==> src/rtl/serial_add_ctrl.sv <==
// rtl/serial_add_ctrl.sv - bit-serial add/subtract sequencer sharing one full-adder cell
// Optional feature macro: SERIAL_ADD_SUB_EN (honours sub: inverts op_b, carry-in 1).

module add_half (
    input  logic a_i,
    input  logic b_i,
    output logic s_o,
    output logic c_o
);
    assign s_o = a_i ^ b_i;
    assign c_o = a_i & b_i;
endmodule

module serial_add_ctrl #(
    parameter int WIDTH = 32
) (
    input  logic             clk,
    input  logic             reset,
    input  logic             start,
    input  logic [WIDTH-1:0] op_a,
    input  logic [WIDTH-1:0] op_b,
    input  logic             sub,
    output logic             busy,
    output logic             done,
    output logic [WIDTH-1:0] result,
    output logic             carry_out,
    output logic             overflow
);
    localparam int CNT_W = $clog2(WIDTH);

    typedef enum logic [1:0] {IDLE, RUN, DONE} state_t;

    state_t             state_q, state_d;
    logic [WIDTH-1:0]   a_q, a_d;
    logic [WIDTH-1:0]   b_q, b_d;
    logic [WIDTH-1:0]   r_q, r_d;
    logic [CNT_W-1:0]   cnt_q, cnt_d;
    logic               cy_q, cy_d;
    logic [WIDTH-1:0]   result_q, result_d;
    logic               carry_q, carry_d;
    logic               ovf_q, ovf_d;

    logic               s1, c1, cell_s, c2, cell_c;
    logic [WIDTH-1:0]   sum_shift;
    logic [WIDTH-1:0]   b_load;
    logic               cin_load;

    // The single shared full adder: two half adders plus an OR for the carry.
    add_half u_h1 (.a_i(a_q[0]), .b_i(b_q[0]), .s_o(s1),     .c_o(c1));
    add_half u_h2 (.a_i(s1),     .b_i(cy_q),   .s_o(cell_s), .c_o(c2));
    assign cell_c    = c1 | c2;
    assign sum_shift = {cell_s, r_q[WIDTH-1:1]};

`ifdef SERIAL_ADD_SUB_EN
    assign b_load   = sub ? ~op_b : op_b;
    assign cin_load = sub;
`else
    logic unused_sub;
    assign unused_sub = sub;
    assign b_load     = op_b;
    assign cin_load   = 1'b0;
`endif

    always_comb begin
        state_d  = state_q;
        a_d      = a_q;
        b_d      = b_q;
        r_d      = r_q;
        cnt_d    = cnt_q;
        cy_d     = cy_q;
        result_d = result_q;
        carry_d  = carry_q;
        ovf_d    = ovf_q;
        case (state_q)
            IDLE, DONE: begin
                if (start) begin
                    a_d     = op_a;
                    b_d     = b_load;
                    cy_d    = cin_load;
                    cnt_d   = '0;
                    state_d = RUN;
                end else begin
                    state_d = IDLE;
                end
            end
            RUN: begin
                a_d   = a_q >> 1;
                b_d   = b_q >> 1;
                r_d   = sum_shift;
                cy_d  = cell_c;
                cnt_d = cnt_q + CNT_W'(1);
                if (cnt_q == CNT_W'(WIDTH - 1)) begin
                    result_d = sum_shift;
                    carry_d  = cell_c;
                    ovf_d    = cy_q ^ cell_c;
                    state_d  = DONE;
                end
            end
            default: state_d = IDLE;
        endcase
    end

    always_ff @(posedge clk) begin
        if (reset) begin
            state_q  <= IDLE;
            a_q      <= '0;
            b_q      <= '0;
            r_q      <= '0;
            cnt_q    <= '0;
            cy_q     <= 1'b0;
            result_q <= '0;
            carry_q  <= 1'b0;
            ovf_q    <= 1'b0;
        end else begin
            state_q  <= state_d;
            a_q      <= a_d;
            b_q      <= b_d;
            r_q      <= r_d;
            cnt_q    <= cnt_d;
            cy_q     <= cy_d;
            result_q <= result_d;
            carry_q  <= carry_d;
            ovf_q    <= ovf_d;
        end
    end

    assign busy      = (state_q == RUN);
    assign done      = (state_q == DONE);
    assign result    = result_q;
    assign carry_out = carry_q;
    assign overflow  = ovf_q;
endmodule

==> config.mk <==
export PLATFORM = sky130hd
export DESIGN_NAME = serial_add_ctrl
export DESIGN_NICKNAME = d
export VERILOG_FILES = /design/src/rtl/serial_add_ctrl.sv
export SDC_FILE = /design/constraint.sdc
export NUM_CORES = 1
export LEC_CHECK = 0
export ABC_AREA = 1
export CAP_MARGIN = 20
export CELL_PAD_IN_SITES_DETAIL_PLACEMENT = 0
export CELL_PAD_IN_SITES_GLOBAL_PLACEMENT = 2
export CORE_ASPECT_RATIO = 1.4
export CORE_MARGIN = 5
export CORE_UTILIZATION = 31
export CTS_CLUSTER_DIAMETER = 150
export DETAILED_ROUTE_END_ITERATION = 16
export GPL_ROUTABILITY_DRIVEN = 0
export HOLD_SLACK_MARGIN = 0.12
export PLACE_DENSITY = 0.9
export SYNTH_ARGS = -nofsm -noshare
export SYNTH_HDL_FRONTEND = slang
export SYNTH_SLANG_ARGS = --single-unit
export TNS_END_PERCENT = 50
==> constraint.sdc <==
create_clock -name clk -period 3.2 [get_ports clk]
set_input_delay 0.32 -clock clk [delete_from_list [all_inputs] [get_ports clk]]
set_output_delay 0.32 -clock clk [all_outputs]
set_load 0.01 [all_outputs]
# After elaboration in Yosys (flattened, before gate mapping)
# Index checks and enable logic that the tools add are counted.
# Widths: inputs -> output; s select.
word_totals:
  ff_bits: 138
classes:
  n_addsub: 1
  n_eq_ne: 5
  mux: 11
  n_bitwise: 6
  n_reduce_logical: 5
op_table:
  columns: ["op", "count"]
  rows:
  - ["$pmux 32 s2", 2]
  - ["$mux 32", 2]
  - ["$pmux 5 s2", 1]
  - ["$add 5x1->5 const B", 1]
  - ["$eq 5x5->1 const B", 1]
  - ["$mux 5", 1]
  - ["$pmux 2 s2", 1]
  - ["$reduce_and 2->1", 2]
  - ["$xor 1x1->1", 3]
  - ["$and 1x1->1", 2]
  - ["$eq 2x1->1 const B", 1]
  - ["$eq 2x2->1 const B", 1]
  - ["$logic_not 2->1", 1]
  - ["$mux 1", 2]
  - ["$mux 2", 1]
  - ["$ne 2x1->1 const B", 1]
  - ["$ne 2x2->1 const B", 1]
  - ["$pmux 1 s2", 1]
  - ["$reduce_bool 2->1", 1]
  - ["$reduce_or 2->1", 1]
  - ["$or 1x1->1", 1]

# Depth between registers and ports, before layout
depth:
  depth_word: 4
  depth_mapped: 9
  mapped_depth_nobuf: 9

# Hierarchy
# A second synthesis with hierarchy kept.
hier_totals:
  cells_unflattened: 822
  hier_area_um2: 5820.6
by_module_without_submodules:
  columns: ["module", "n_inst", "cells_each", "area_per_inst_um2", "seq_area_each_um2"]
  rows:
  - ["serial_add_ctrl", 1, 820, 5795.6, 2742.6]
  - ["add_half", 2, 1, 12.5, 0.0]

# Worst setup path after synthesis
# No wires, ideal clock.
synth_path:
  path_kind: "register -> register"
  from: "register cnt_q[0]"
  to: "register result_q[12], in the netlist result[12]"
  setup_time_ns: 0.074
  t_arrival_ns: 1.441
  t_required_ns: 3.126
  path_slack_ns: 1.685
  path_stages_with_launch: 10
  n_path_buf: 1
  synth_period_minus_slack_ns: 1.515
  cell_sequence: "dfxtp_1 ha_1 inv_1 nor3_1 ha_1 inv_1 nor2_1 nand2_1 clkbuf_1 o21ai_0"
synth_between:
  elab_chain_len: 2
synth_rtl:
  columns: ["element", "line_no", "rtl"]
  rows:
  - ["from (decl)", "37", "logic [CNT_W-1:0] cnt_q, cnt_d;"]
  - ["from (signal assigned)", "119", "cnt_q <= cnt_d;"]
  - ["$eq 5x5->1", "92", "if (cnt_q == CNT_W'(WIDTH - 1)) begin"]
  - ["$reduce_and 2->1 (no line)", null, null]
  - ["to (signal assigned)", "121", "result_q <= result_d;"]
  - ["to (decl)", "39", "logic [WIDTH-1:0] result_q, result_d;"]
# No other way between the ends.
# A chain may end at the register's enable or synchronous reset.

# Final worst setup path
layout_path:
  from: "register state_q[0]"
  to: "output port done"
layout_between:
  elab_chain_len: 1
layout_rtl:
  columns: ["element", "line_no", "rtl"]
  rows:
  - ["from (decl)", "33", "state_t state_q, state_d;"]
  - ["from (signal assigned)", "115", "state_q <= state_d;"]
  - ["$eq 2x2->1", "128", "assign done = (state_q == DONE);"]
  - ["to (decl)", "24", "output logic done,"]
# No other way between the ends.

==> impl_metrics.py <==
metrics = {
    "synth": {
        "synth_cell_types": 17,
        "yosys_warnings": 0,
        "syn_inst": 855,
        "synth-seq-area-share": 0.461,
        "synth_nets": 926,
        "avgSynthCellArea_sq_um": 6.96,
        "syn_area_sq_um": 5950,
        "ys_ff_latch": 137,
    },
    "outcome": {
        "status": "completed",
    },
    "placed_design": {
        "hpwl_um": 9000,
        "post_dp_cell_area_sq_um": 7080,
        "port_buffers": 102,
    },
    "worst_setup_path": {
        "reg2reg_setup_slack_ns": 1.14,
        "cp_slowest_cell": "buf_4",
        "r2r_cells": 7,
        "crit_family": "buffers and inverters",
        "cp_slowest_stage_delay_ns": 0.58,
        "crit_path_end": "done",
        "worst-path-buf-inv": 2,
        "crit_type": "reg2out",
        "required_ns": 2.88,
        "cp.depth": 3,
        "cp_cell_sequence": "buf_4 -> nor2_1 -> clkdlybuf4s50_1",
        "worstPathArrival_ns": 1.98,
        "worstReg2RegStart": "cnt_q[0]",
        "cp-start-kind": "flop",
        "r2r_end": "overflow",
        "crit_path_start": "state_q[0]",
        "worstSetupEndpointType": "output pin",
        "crit_fanout": 65,
    },
    "drt": {
        "routedWlPerCell_um": 12.8,
        "first_pass_iters": 4,
        "drc": 0,
        "num_vias": 5550,
        "finalWirelength_um": 15100,
        "ant_nets": 0,
        "drtIter0Drc": 335,
        "vias_per_cell": 4.71,
    },
    "job": {
        "maxCapViolations": 0,
    },
    "timing": {
        "fin_setup_tns_ns": 0,
        "final_hold_viol_count": 0,
        "drv_slew": 0,
        "worstMarginPinSlew_ns": 0.996,
        "hold_ws_ns": 0.429,
        "period_share": 0.719,
        "clock_skew_ns": 0.00816,
        "slew_headroom": 0.334,
        "max_freq_mhz": 435,
        "rsz0062_at_grt": "false",
        "setup_viol_count_final": 0,
        "min_period_ns": 2.30,
    },
    "floorplan": {
        "initial_core_util": 0.312,
        "ios": 104,
        "die_y_um": 174,
        "die_x_um": 127,
        "rows": 60,
        "core_sq_um": 19100,
        "dieArea_sq_um": 22100,
    },
    "power_and_ir_drop": {
        "power_uw": 4450,
        "peakVddDrop_mv": 0.330,
        "p_leak_uw": 0.00324,
        "pwr_density_cell_nw_per_um2": 577,
    },
    "grt": {
        "gr-total-overflow": 0,
        "grt_max_degree": 69,
        "grt_pass1_vias": 5214,
        "grt_pass1_wl_um": 25400,
        "antenna_found_initial": 0,
        "grt_usage": 0.139,
    },
    "layout": {
        "drive_gt1_frac": 0.0526,
        "n_fill_cell": 2085,
        "layout_common_cells": "209 x nand3_1, 136 x dfxtp_1, 113 x nand2_1",
        "design_area_sq_um": 7720,
        "syn_to_final_growth_pct": 29.8,
        "nNetsFinal": 989,
        "final_common_cell": "nand3_1",
        "antenna_cells": 0,
    },
    "clock_tree": {
        "cts_buffers": 17,
        "cts_max_path_buffers": 2,
        "clkSlewWorstSetupHoldPaths_ns": 0.06,
        "clockRootBuffer": "clkbuf_16",
        "htree_levels": 4,
        "cts_resized": 0,
        "post_cts_buffers": 0,
        "clkLatencyLatePin_ns": 0.41,
        "cts_tree": "built",
        "cts.sinks": 137,
        "hold_buffers": 0,
    },
    "hold_path": {
        "hold_path.class": "in2reg",
        "min_path_cells": 4,
    },
}
## logic make-up after synthesis
group / share of synthesized area
buffers and inverters: 0.118
and+or+nand+nor: 0.300
adders and majority gates: 0.00757
AOI/OAI and AO/OA: 0.114
DFF: 0.461
## worst min-delay path by stage
stage | endpoint | startpoint
detailed placement | r_q[29] | r_q[29]
global route | result[9] | reset
CTS | result[0] | reset
floorplan | r_q[11] | r_q[11]
finish | result[13] | reset
global placement | r_q[21] | r_q[21]
## through the flow
step | instances | setup WS (ns) | util
2_1_floorplan | 855 | 1.68 | -
3_3_place_gp | 1147 | 1.07 | 0.371
3_5_place_dp | 1147 | 1.10 | 0.371
4_1_cts | 1179 | 0.837 | 0.405
5_1_grt | 1179 | 0.774 | 0.405
6_report | 1179 | 0.899 | 0.405
## worst min-delay path, cell delays in order
cell	delay, ns
buf_2	0.10
inv_2	0.21
nand2_1	0.14
nor2_1	0.03
## where the power goes
group	internal (uW)	switching [uW]	total, uW
Sequential	1800	49.3	1850
Clock	1410	750	2160
Combinational	185	262	447
Total	3390	1060	4450
## flip-flops by register name (all words and copies together) (netlist names)
signal and count:
cy_q 1, b_q 32, carry_out 1, a_q 32
r_q 31, state_q 2, overflow 1, result 32
cnt_q 5
## Yosys cell counts
cell type | number | area (sq um)
inv_1 | 107 | 402
nor3_1 | 1 | 5.00
ha_1 | 2 | 25.0
nor2_1 | 76 | 285
buf_1 | 11 | 41.3
o21ai_0 | 49 | 245
nor2_4 | 1 | 11.3
dfxtp_1 | 137 | 2740
nand3_1 | 209 | 1050
clkbuf_1 | 31 | 116
nand2_2 | 1 | 6.26
nand2_1 | 115 | 432
inv_2 | 2 | 7.51
buf_4 | 1 | 7.51
buf_2 | 25 | 125
a21oi_1 | 86 | 430
fa_1 | 1 | 20.0
## final cells by class
class	instances	area (sq um)	area share
sequential	137	2740	0.355
inverter	109	409	0.0530
clock inverter	11	194	0.0251
multi-input combinational	541	2520	0.326
clock buffer	21	450	0.0583
tap	248	310	0.0402
timing repair buffer	112	1100	0.142
## routing by layer
metal / GRT usage / wire (um) / vias up
met1: 0.179 / 7080 / 2544
li1: - / - / 2893
met2: 0.230 / 7280 / 99
met4: 0.0523 / 221 / 0
met3: 0.0258 / 550 / 14
met5: 0 / 0 / -
Power figures use the tool's default switching activity.
